===== config.mk =====
export PLATFORM = sky130hd
export DESIGN_NAME = i281_code_loader
export DESIGN_NICKNAME = d
export VERILOG_FILES = /design/src/rtl/i281_pkg.sv /design/src/rtl/i281_word_assembler.sv /design/src/rtl/i281_code_loader.sv
export SDC_FILE = /design/constraint.sdc
export NUM_CORES = 1
export LEC_CHECK = 0
export CORE_UTILIZATION = 53
export DETAILED_ROUTE_END_ITERATION = 8
export PLACE_DENSITY = 0.79
export REMOVE_ABC_BUFFERS = 1
export SETUP_SLACK_MARGIN = 0.02
export SYNTH_ARGS = -nofsm -noshare
export SYNTH_HDL_FRONTEND = slang
export SYNTH_SLANG_ARGS = --single-unit

===== constraint.sdc =====
create_clock -name clk -period 3 [get_ports clk]
set_input_delay 0.6 -clock clk [delete_from_list [all_inputs] [get_ports clk]]
set_output_delay 0.6 -clock clk [all_outputs]
set_load 0.01 [all_outputs]

===== src/rtl/i281_pkg.sv =====
// Shared definitions for the i281 code loader: instruction layout, framing
// constants, FSM encoding and error codes.
package i281_pkg;

  localparam int INSTR_W    = 17;
  localparam int PAD_BIT    = 16;
  localparam int OPCODE_LSB = 12;
  localparam int RX_LSB     = 10;
  localparam int RY_LSB     = 8;
  localparam int IMM_LSB    = 0;

  localparam logic [7:0] SYNC_BYTE_DEF = 8'hA5;

  typedef enum logic [3:0] {
    ST_IDLE,
    ST_COUNT,
    ST_B0,
    ST_B1,
    ST_B2,
    ST_WRITE,
    ST_CHECK,
    ST_DONE,
    ST_ERROR
  } state_t;

  typedef enum logic [1:0] {
    ERR_NONE   = 2'd0,
    ERR_COUNT  = 2'd1,
    ERR_FORMAT = 2'd2,
    ERR_SUM    = 2'd3
  } err_t;

endpackage


===== src/rtl/i281_word_assembler.sv =====
// Packs three big-endian stream bytes into one 17-bit i281 instruction word
// and flags a malformed first byte (only bit 0 may be set).
module i281_word_assembler
  import i281_pkg::*;
(
  input  logic               clk,
  input  logic               reset,
  input  logic [7:0]         in_byte,
  input  logic               load_b0,
  input  logic               load_b1,
  output logic               fmt_ok,
  output logic [INSTR_W-1:0] word
);

  logic       b0_bit;
  logic [7:0] b1_q;

  assign fmt_ok = (in_byte[7:1] == 7'd0);

  always_ff @(posedge clk) begin
    if (reset) begin
      b0_bit <= 1'b0;
      b1_q   <= 8'd0;
    end else begin
      if (load_b0) b0_bit <= in_byte[0];
      if (load_b1) b1_q   <= in_byte;
    end
  end

  // The third byte is taken straight from the stream so the word is complete
  // on the cycle that byte is consumed.
  always_comb begin
    word                   = '0;
    word[PAD_BIT]          = b0_bit;
    word[OPCODE_LSB +: 4]  = b1_q[7:4];
    word[RX_LSB +: 2]      = b1_q[3:2];
    word[RY_LSB +: 2]      = b1_q[1:0];
    word[IMM_LSB +: 8]     = in_byte;
  end

endmodule


===== src/rtl/i281_code_loader.sv =====
// Framed byte-stream loader for i281 code memory. Valid/ready: a byte moves on
// any cycle with in_valid && in_ready; in_ready drops only during the write cycle.
module i281_code_loader
  import i281_pkg::*;
#(
  parameter logic [7:0] SYNC_BYTE = SYNC_BYTE_DEF,
  parameter int         WORDS     = 32,
  parameter int         ADDR_W    = 5,
  parameter int         BASE_ADDR = 16
) (
  input  logic               clk,
  input  logic               reset,
  input  logic [7:0]         in_data,
  input  logic               in_valid,
  output logic               in_ready,
  output logic               wr_en,
  output logic [ADDR_W-1:0]  wr_addr,
  output logic [INSTR_W-1:0] wr_data,
  output logic               cpu_hold,
  output logic               busy,
  output logic               done,
  output logic [1:0]         err,
  output state_t             dbg_state
);

  localparam int         CNT_W   = $clog2(WORDS + 1);
  localparam logic [7:0] WORDS_B = 8'(WORDS);

  state_t             state, state_nx;
  err_t               err_q;
  logic [CNT_W-1:0]   count, idx;
  logic [7:0]         csum;
  logic               consume, count_bad, last_word, is_sync;
  logic               load_b0, load_b1, fmt_ok;
  logic [INSTR_W-1:0] word;
  logic [CNT_W:0]     addr_sum;

  assign consume   = in_valid && in_ready;
  assign is_sync   = (in_data == SYNC_BYTE);
  assign count_bad = (in_data == 8'd0) || (in_data > WORDS_B);
  assign last_word = ((idx + CNT_W'(1)) == count);
  assign addr_sum  = (CNT_W+1)'(BASE_ADDR) + (CNT_W+1)'(idx);
  assign err       = err_q;
  assign dbg_state = state;

  i281_word_assembler u_asm (
    .clk     (clk),
    .reset   (reset),
    .in_byte (in_data),
    .load_b0 (load_b0),
    .load_b1 (load_b1),
    .fmt_ok  (fmt_ok),
    .word    (word)
  );

  always_comb begin
    state_nx = state;
    in_ready = 1'b1;
    wr_en    = 1'b0;
    busy     = 1'b1;
    cpu_hold = 1'b1;
    done     = 1'b0;
    load_b0  = 1'b0;
    load_b1  = 1'b0;
    case (state)
      ST_IDLE, ST_DONE, ST_ERROR: begin
        busy     = 1'b0;
        cpu_hold = (state == ST_ERROR);
        done     = (state == ST_DONE);
        if (consume && is_sync) state_nx = ST_COUNT;
      end
      ST_COUNT: if (consume) state_nx = count_bad ? ST_ERROR : ST_B0;
      ST_B0: begin
        load_b0 = consume;
        if (consume) state_nx = fmt_ok ? ST_B1 : ST_ERROR;
      end
      ST_B1: begin
        load_b1 = consume;
        if (consume) state_nx = ST_B2;
      end
      ST_B2: if (consume) state_nx = ST_WRITE;
      ST_WRITE: begin
        in_ready = 1'b0;
        wr_en    = 1'b1;
        state_nx = last_word ? ST_CHECK : ST_B0;
      end
      ST_CHECK: if (consume) state_nx = (in_data == csum) ? ST_DONE : ST_ERROR;
      default: state_nx = ST_IDLE;
    endcase
  end

  always_ff @(posedge clk) begin
    if (reset) begin
      state   <= ST_IDLE;
      err_q   <= ERR_NONE;
      count   <= '0;
      idx     <= '0;
      csum    <= 8'd0;
      wr_addr <= '0;
      wr_data <= '0;
    end else begin
      state <= state_nx;
      case (state)
        ST_IDLE, ST_DONE, ST_ERROR: if (consume && is_sync) err_q <= ERR_NONE;
        ST_COUNT: if (consume) begin
          if (count_bad) begin
            err_q <= ERR_COUNT;
          end else begin
            count <= in_data[CNT_W-1:0];
            idx   <= '0;
            csum  <= 8'd0;
          end
        end
        ST_B0: if (consume) begin
          csum <= csum ^ in_data;
          if (!fmt_ok) err_q <= ERR_FORMAT;
        end
        ST_B1: if (consume) csum <= csum ^ in_data;
        // Address and word are captured here so they stay stable after the write.
        ST_B2: if (consume) begin
          csum    <= csum ^ in_data;
          wr_addr <= ADDR_W'(addr_sum % (CNT_W+1)'(WORDS));
          wr_data <= word;
        end
        ST_WRITE: idx <= idx + CNT_W'(1);
        ST_CHECK: if (consume && (in_data != csum)) err_q <= ERR_SUM;
        default: ;
      endcase
    end
  end

endmodule


==> run_results.csv <==
group,metric,value,unit
synthesis,yosys.area_share.xor_xnor,5.31,%
drt,drc,0,
power_and_ir_drop,vdd_drop_max,0.265,mV
drt,wl_per_cell,14.5,um
placed_design,gp_congestion,0.905,
timing,rsz0062_at_grt,"false",
clocking,hold_buffers,0,
setup_path,crit_required,2400,ps
final_layout,multi_input_area,0.00152,mm2
synthesis,synth-compound-area-share,18.1,%
min_path,min_path_type,"reg2reg",
final_layout,fin_util,69.0,%
timing,slew_violations,0,
placed_design,dp_slack,250,ps
synthesis,synthSimpleGateAreaFrac,25.3,%
synthesis,synth_top_family_by_area,"simple AND/OR/NAND/NOR gates",
synthesis,synthesis.area,0.00280,mm2
synthesis,avgSynthCellArea,8.13,um2
placed_design,place_area,0.00330,mm2
clocking,insertion_delay,340,ps
power_and_ir_drop,power.density,468,mW/mm2
clocking,cts-resized-gates,0,
clocking,htreeDepth,3,
setup_path,cp_max_fo,21,
synthesis,yosys_register_bits,57,
timing,tightestPinTransition,620,ps
final_layout,diodes,0,
timing,report.final.setup_viol,0,
placed_design,io_buffers,43,
placed_design,hpwl,4670,um
floorplanning,core,0.00511,mm2
timing,period_share,90.1,%
synthesis,synth-edff-count,0,
final_layout,fill_cells,419,
global_route,grt_overflow,0,
timing,setup_tns,0,ps
clocking,numClockSinks,57,
final_layout,final_cells,460,
final_layout,design_area,0.00352,mm2
global_route,grt-busiest-layer,"met2",
clocking,clk_path_buf_depth,2,
floorplanning,ios,44,
setup_path,cp-start-kind,"register",
drt,routed_wirelength,6680,um
drt,viasPerCell,5.55,
final_layout,drive_gt1_share,9.74,%
floorplanning,die_h,74.7,um
drt,ant_nets,0,
timing,period_needed,2700,ps
clocking,post-cts-setup-buffer-count,0,
setup_path,path_class,"reg2out",
drt,drtIter0Drc,227,
synthesis,synth_cells,345,
floorplanning,start_util,54.9,%
synthesis,synth_top_cell_by_area,"dfxtp_1",
synthesis,ys_seq_area_share,40.7,%
global_route,met2_usage,41.4,%
synthesis,synth.mux.area_fraction,5.00,%
drt,firstDrtPassIters,4,
global_route,grt_max_degree,27,
synthesis,ys_top_cells_by_count,"57 x dfxtp_1, 56 x nand2_1, 37 x a21oi_1",
clocking,clkTransAtPathRegs,60,ps
clocking,cts_buffers,9,
final_layout,ff_latch_area,0.00114,mm2
synthesis,ys_types,53,
synthesis,synth_area_leaders,"dfxtp_1 41%, nand2_1 7.5%, a21oi_1 6.6%, mux2i_1 5.0%, nor2_1 3.9%",
synthesis,synth_ff_type,"dfxtp_1",
clocking,cts_tree,"built",
timing,slew_headroom,58.6,%
final_layout,final_nets,397,
timing,hold_violations,0,
timing,clock.fmax,370,MHz
floorplanning,dieArea,0.00559,mm2
global_route,track_usage,26.1,%
timing,worst_slack,298,ps
timing,skew,9.25,ps
status,run_status,"completed",
global_route,antenna_found_initial,0,
placed_design,place_inst,444,
run,cap_viol_max_count,0,
drt,vias,2551,
floorplanning,die_w,74.7,um
global_route,use_met1,35.1,%
setup_path,end_kind,"primary output",
clocking,clock-root-buffer,"clkbuf_8",
floorplanning,rows,26,
final_layout,synthToLayoutAreaGrowth,25.7,%
synthesis,ys_warn_count,0,
synthesis,yosys.area.top_type_share,40.7,%
global_route,grt_pass1_vias,2280,
synthesis,yosysMostFrequentCell,"dfxtp_1",
power_and_ir_drop,p_leak,1.31,nW
synthesis,async_flop_share,0,%
global_route,grt_use_met3,5.35,%
synthesis,synth_adder_area_share,0.446,%
global_route,grt_pass1_wl,10900,um
setup_path,arrival,2100,ps
## registers in the layout (all words and copies together), names as in the netlist
name / cells
wr_data: 17
csum: 8
u_asm.b1_q: 8
count: 6
idx: 6
wr_addr: 5
dbg_state: 4
err: 2
u_asm.b0_bit: 1
## layout by cell type, fill, tap and decap left out, drive strengths merged, types with 3 or more instances in the layout
master	count
dfxtp	57
inv	8
xor2	9
a21oi	38
a31oi	5
nor3	3
nand2b	4
nor2	29
nand2	57
xnor2	8
and3	6
nand3	8
or3	3
nand4	4
a22o	4
buf	12
nor3b	5
mux2i	14
nor2b	7
clkdlybuf4s50	43
nor4	3
o21ai	15
clkbuf	12
o21a	3
a211oi	4
## per-stage QoR
| step | power, mW | hold WS, ps |
|---|---|---|
| floorplan | 0.791 | 425 |
| global placement | 0.839 | 440 |
| detailed placement | 0.840 | 444 |
| CTS | 1.65 | 453 |
| global route | 1.69 | 472 |
| finish | 1.65 | 452 |
## final cells by class
cell class	instances	area share, %
flip-flops and latches	57	32.4
clock buffers	12	4.40
repair buffers	55	14.8
multi-input cells	254	43.0
inverters	8	0.852
well taps	70	2.48
clock inverters	4	2.09
## kinds of logic (layout without fill, tap and decap cells)
group	after synthesis	after routing
simple gates	142	142
compound gates	80	80
flops	57	57
buf+inv	34	79
xor+xnor	17	17
mux	14	14
fa+ha+maj	1	1
## report_power, final
group / switching [mW] / internal, mW / total, mW / leakage, nW
Combinational: 0.0398 / 0.0270 / 0.0668 / 0.736
Sequential: 0.000394 / 0.757 / 0.757 / 0.459
Clock: 0.310 / 0.515 / 0.825 / 0.117
Total: 0.350 / 1.30 / 1.65 / 1.31
## critical path, cell delays in order, from the launching register on
cell and delay, ps:
dfxtp_1 710, nor3_1 150, a31oi_1 300, clkdlybuf4s50_1 600
## layer usage
layer | wire (um) | vias to the layer above
met3 | 270 | 11
met5 | 0 | -
met1 | 3190 | 1199
met2 | 3130 | 66
li1 | - | 1275
met4 | 90 | 0
## worst paths after layout
check | startpoint | to | slack [ps] | cells after the start
hold reg to reg | wr_data[6] | wr_data[6] | 450 | 2
hold / removal | wr_data[6] | wr_data[6] | 450 | 2
setup reg to reg | dbg_state[2] | csum[1] | 600 | 5
setup / recovery | dbg_state[2] | busy | 300 | 3
Power figures use the tool's default switching activity.
